## src/rtl/deserializer_if.sv

```systemverilog
// Serial-in / parallel-out bundle between the line receiver and its consumer.
interface deserializer_if #(
   parameter int DATA_WIDTH = 10
);
   logic [1:0]            trans_state;
   logic                  ser_in;
   logic                  out_ready;
   logic [DATA_WIDTH-1:0] parallel_out;
   logic                  out_valid;
   logic                  overrun;
   logic [1:0]            line_state;

   modport slave (
      input  trans_state,
      input  ser_in,
      input  out_ready,
      output parallel_out,
      output out_valid,
      output overrun,
      output line_state
   );

   modport master (
      output trans_state,
      output ser_in,
      output out_ready,
      input  parallel_out,
      input  out_valid,
      input  overrun,
      input  line_state
   );
endinterface

```

## src/rtl/deserializer.sv

```systemverilog
// Recovers LSB-first symbols framed by the serializer's delayed transmit state
// and tracks line state from runs of equal bits outside START.
module deserializer #(
   parameter int DATA_WIDTH  = 10,
   parameter int IDLE_THRESH = 4
) (
   input logic         clk,
   input logic         rst,
   deserializer_if.slave bus
);
   localparam int CW = (DATA_WIDTH > 1) ? $clog2(DATA_WIDTH) : 1;
   localparam logic [CW-1:0] LAST = CW'(DATA_WIDTH - 1);
   localparam logic [3:0]    THR  = 4'(IDLE_THRESH);
   localparam logic [1:0]    TS_START = 2'd2;

   typedef enum logic [1:0] {
      LS_DISC   = 2'd0,
      LS_IDLE   = 2'd1,
      LS_ACTIVE = 2'd2
   } line_t;

   logic [1:0]            trans_d;
   logic [CW-1:0]         bit_cnt;
   logic [DATA_WIDTH-2:0] shift_q;
   logic [DATA_WIDTH-1:0] sym;
   logic                  start;
   logic                  done;
   logic                  accept;

   line_t      ls, ls_n;
   logic [3:0] ones, ones_n;
   logic [3:0] zeros, zeros_n;

   assign start  = (trans_d == TS_START);
   assign done   = start && (bit_cnt == LAST);
   assign accept = bus.out_valid && bus.out_ready;
   // Only the upper bits are kept: bit 0 would shift out before use.
   assign sym    = {bus.ser_in, shift_q};

   always_ff @(posedge clk) begin
      if (rst) begin
         trans_d          <= '0;
         bit_cnt          <= '0;
         shift_q          <= '0;
         bus.parallel_out <= '0;
         bus.out_valid    <= 1'b0;
         bus.overrun      <= 1'b0;
      end else begin
         trans_d <= bus.trans_state;
         if (start) begin
            shift_q <= sym[DATA_WIDTH-1:1];
            bit_cnt <= done ? '0 : bit_cnt + 1'b1;
         end else begin
            bit_cnt <= '0;
         end
         if (done) begin
            if (!bus.out_valid || bus.out_ready) begin
               bus.parallel_out <= sym;
               bus.out_valid    <= 1'b1;
            end else begin
               bus.overrun <= 1'b1;
            end
         end else if (accept) begin
            bus.out_valid <= 1'b0;
         end
      end
   end

   always_ff @(posedge clk) begin
      if (rst) begin
         ls    <= LS_DISC;
         ones  <= '0;
         zeros <= '0;
      end else begin
         ls    <= ls_n;
         ones  <= ones_n;
         zeros <= zeros_n;
      end
   end

   always_comb begin
      ls_n    = ls;
      ones_n  = ones;
      zeros_n = zeros;
      if (start) begin
         ls_n    = LS_ACTIVE;
         ones_n  = '0;
         zeros_n = '0;
      end else begin
         if (bus.ser_in) begin
            zeros_n = '0;
            if (ones != THR) ones_n = ones + 4'd1;
         end else begin
            ones_n = '0;
            if (zeros != THR) zeros_n = zeros + 4'd1;
         end
         if (ones_n == THR)
            ls_n = LS_IDLE;
         else if (zeros_n == THR)
            ls_n = LS_DISC;
      end
   end

   assign bus.line_state = ls;
endmodule

```

## src/flat_wrapper.sv

```systemverilog
// flat-port wrapper written by rule: the top's interface ports become plain ports
module deserializer_flat 
#(
   parameter int DATA_WIDTH  = 10,
   parameter int IDLE_THRESH = 4
)
  (clk, rst, bus_trans_state, bus_ser_in, bus_out_ready, bus_parallel_out, bus_out_valid, bus_overrun, bus_line_state);
  deserializer_if #(.DATA_WIDTH(DATA_WIDTH)) bus_i ();
  input logic clk;
  input logic rst;
  input wire logic [$bits(bus_i.trans_state)-1:0] bus_trans_state;
  input wire logic [$bits(bus_i.ser_in)-1:0] bus_ser_in;
  input wire logic [$bits(bus_i.out_ready)-1:0] bus_out_ready;
  output wire logic [$bits(bus_i.parallel_out)-1:0] bus_parallel_out;
  output wire logic [$bits(bus_i.out_valid)-1:0] bus_out_valid;
  output wire logic [$bits(bus_i.overrun)-1:0] bus_overrun;
  output wire logic [$bits(bus_i.line_state)-1:0] bus_line_state;
  assign bus_i.trans_state = bus_trans_state;
  assign bus_i.ser_in = bus_ser_in;
  assign bus_i.out_ready = bus_out_ready;
  assign bus_parallel_out = bus_i.parallel_out;
  assign bus_out_valid = bus_i.out_valid;
  assign bus_overrun = bus_i.overrun;
  assign bus_line_state = bus_i.line_state;
  deserializer #(.DATA_WIDTH(DATA_WIDTH), .IDLE_THRESH(IDLE_THRESH)) u_core (.clk(clk), .rst(rst), .bus(bus_i));
endmodule
```

## config.mk

```make
export PLATFORM = sky130hd
export DESIGN_NAME = deserializer_flat
export DESIGN_NICKNAME = d
export VERILOG_FILES = /design/src/rtl/deserializer_if.sv /design/src/rtl/deserializer.sv /design/src/flat_wrapper.sv
export SDC_FILE = /design/constraint.sdc
export NUM_CORES = 1
export LEC_CHECK = 0
export ABC_AREA = 1
export CAP_MARGIN = 20
export CELL_PAD_IN_SITES_DETAIL_PLACEMENT = 1
export CELL_PAD_IN_SITES_GLOBAL_PLACEMENT = 2
export CORE_UTILIZATION = 30
export CTS_BUF_LIST = sky130_fd_sc_hd__clkbuf_4
export DETAILED_ROUTE_END_ITERATION = 12
export PLACE_DENSITY = 0.82
export SLEW_MARGIN = 20
export SYNTH_ARGS = -nofsm -noshare
export SYNTH_HDL_FRONTEND = slang
export SYNTH_SLANG_ARGS = --single-unit
```

## constraint.sdc

```tcl
create_clock -name clk -period 1.2 [get_ports clk]
set_input_delay 0.24 -clock clk [delete_from_list [all_inputs] [get_ports clk]]
set_output_delay 0.24 -clock clk [all_outputs]
set_load 0.05 [all_outputs]
```

==> reports/metrics.yaml <==
yosysTopAreaCellShare_pct: 50.2
die_w_um: 72.2
drv_slew: 0
clock_latency_ns: 0.34
p_comb_share_pct: 10.8
fin_nets: 245
crit_path_end: "u_core.bus.parallel_out[7]"
path_clk_slew_ns: 0.11
hpwl_um: 2540
p_clk_share_pct: 28.7
ioPinCount: 20
cts_buffers: 5
layout_setup_ws_ns: -0.0697
power_density_mw_per_mm2: 862
antenna_found_initial: 0
synth_edf_count: 0
yosys_warnings: 0
initial_core_util_pct: 31.3
grtUsageTotal_pct: 16.8
synthFlopType: "dfxtp_1"
tritoncts: "built"
drt_first_iter_violations: 60
relSlewSlack_pct: 67.6
r2r_end: "u_core.bus.parallel_out[7]"
cp.arrival_ns: 1.56
ys_ff_latch: 37
fin_worst_skew_ns: 0.00912
worst_setup_path_start_kind: "flop"
power_leakage_nw: 0.912
critical_path_class: "flop to flop"
syn2layout_area_growth_pct: 63.4
cts_sinks: 37
syn_area_mm2: 0.00148
cp-startpoint: "u_core.bit_cnt[1]"
rsz0062_at_grt: "true"
totalNegativeSetupSlack_ns: -0.495
instances_no_fill: 299
htree_levels: 2
cts_buffer_depth: 2
n_antenna_cell: 0
num_vias: 1338
synth_area_per_cell_um2: 8.34
outcome: "complete, but fails checks"
drt-total-wl_um: 3930
r2r-start: "u_core.bit_cnt[1]"
cts_root_buf: "clkbuf_4"
cap_violations: 0
vias_per_cell: 4.47
swShare_pct: 24.9
violations: "setup timing"
firstDrtPassIters: 3
fillerInstances: 529
finalSetupViolCount: 12
std_cell_rows: 25
syn_nets: 189
gr-total-overflow: 0
min_path_type: "input pin to flop"
synth.most_common_cell: "dfxtp_1"
worstPathRequired_ns: 1.49
postSynthCellCount: 177
synthArstFlopShare_pct: 0
period_minus_slack_ns: 1.27
wl_per_cell_um: 13.1
synth_area_leaders: "dfxtp_1 (50%), inv_1 (6.6%), nor2_1 (6.4%), a21oi_2 (5.9%), nand2_1 (5.3%)"
tightestPinTransition_ns: 0.486
hold_viol: 0
r2r_slack_ns: -0.07
grt_pass1_vias: 1453
die-height_um: 72.2
antenna_left: 0
drive_gt1_share_pct: 54.7
worstPathMaxFanout: 5
grt_max_degree: 16
placedCellCount: 282
yosysTopAreaCell: "dfxtp_1"
ir_worst_vdd_v: 0.000440
seqPwrFrac_pct: 60.5
port-buffer-count: 19
setup.worst_path.end_class: "flop"
gp_congestion: 0.727
core_mm2: 0.00472
synthTopCellsByCount: "dfxtp_1 (37), inv_1 (26), nor2_1 (25), nand2_1 (21)"
reg2reg_depth: 8
drc_errors: 0
p_switching_w: 0.000518
grt_pass1_wl_um: 6640
die_area_mm2: 0.00521
finalCritPeriodShare_pct: 106
p_int_w: 0.00156
yosysSeqAreaShare_pct: 50.2
ys_types: 23
fmax_ghz: 0.788
## power by group through the flow
stage / sequential (W) / clock [W] / combinational, W
after floorplan: 0.00129 / 0 / 0.0000654
after global placement: 0.00128 / 0 / 0.000165
after detailed placement: 0.00128 / 0 / 0.000171
after CTS: 0.00126 / 0.000616 / 0.000207
after global routing: 0.00126 / 0.000671 / 0.000245
final: 0.00126 / 0.000596 / 0.000225
## final cells by class
type	instances	area [um^2]	share of cell area [%]
clock inverter	1	5.00	0.207
inverter	30	118	4.88
multi-input combinational	108	807	33.5
sequential	37	756	31.3
timing repair buffer	51	606	25.1
clock buffer	5	37.5	1.56
tap	67	83.8	3.48
## worst min-delay path by stage
stage / start / end / cells after the start
floorplan: rst / u_core.bus.out_valid / 1
global placement: u_core.shift_q[0] / u_core.bus.parallel_out[0] / 2
detailed placement: u_core.shift_q[0] / u_core.bus.parallel_out[0] / 2
CTS: bus_trans_state[1] / u_core.trans_d[1] / 3
global route: bus_trans_state[1] / u_core.trans_d[1] / 3
finish: bus_trans_state[0] / u_core.trans_d[0] / 3
## through the flow
stage                     hold WS (ns)  total power (W)  instance area [um^2]  worst slack [ns]  utilization (%)
after detailed placement         0.457          0.00146                  2050            -0.451             43.5
after global placement           0.447          0.00145                  2050            -0.346             43.5
after floorplan                  0.305          0.00136                  1490          0.000143                -
after CTS                        0.412          0.00208                  2330            -0.112             49.4
after global routing             0.417          0.00218                  2410            -0.160             51.1
final                            0.416          0.00208                  2410           -0.0697             51.1
## cells by family (layout without fill, tap and decap cells)
kind of cell | after synthesis | after routing | share of synthesized area [%]
AOI/OAI and AO/OA | 35 | 35 | 15.2
and+or+nand+nor | 64 | 66 | 19.5
adders and majority gates | 6 | 6 | 5.08
DFF | 37 | 37 | 50.2
xor gates and xnor gates | 1 | 1 | 0.593
buffers and inverters | 34 | 87 | 9.49
## layer usage
metal  vias to the layer above  GRT usage [%]  routed length, um
met5                         -              0                  0
li1                        677              -                  -
met2                        22           30.7               2140
met3                         9           4.31                127
met4                         0           6.75                 93
met1                       630           18.5               1570
## flip-flops by register name (all words and copies together) (netlist names)
signal                   flops
u_core.bus.parallel_out     10
u_core.shift_q               9
u_core.bit_cnt               4
u_core.ones                  4
u_core.zeros                 4
u_core.bus.line_state        2
u_core.trans_d               2
u_core.bus.out_valid         1
u_core.bus.overrun           1
## placed cells by master (no fill, tap or decap), types with 2 or more instances in the layout
cell type,instances
dfxtp_1,27
buf_4,25
inv_1,18
nor2_1,18
nand2_1,15
buf_12,15
a21oi_2,13
inv_2,9
o21ai_2,9
dfxtp_2,9
nor2_2,7
o22ai_1,6
buf_6,6
nor2_4,5
nand3_2,5
nand2_2,5
nand3_1,5
clkbuf_4,5
clkdlybuf4s50_1,5
ha_4,4
a21oi_1,3
o22ai_2,3
inv_4,2
nand4_1,2
ha_1,2
## worst max-delay path, cell delays in order (launching register included)
cell     delay (ns)
dfxtp_2        0.34
inv_2          0.06
ha_4           0.13
nand3_4        0.08
nor2_4         0.12
inv_4          0.07
nor2_4         0.21
o21ai_2        0.10
a21oi_2        0.10
## timing repair
action                     CTS  global route
gates cloned                 2             0
pin swaps                   17             8
setup endpoints to repair   26            32
hold buffers                 0             0
buffers inserted             9             1
resized for setup           47            22
Power figures use the tool's default switching activity.
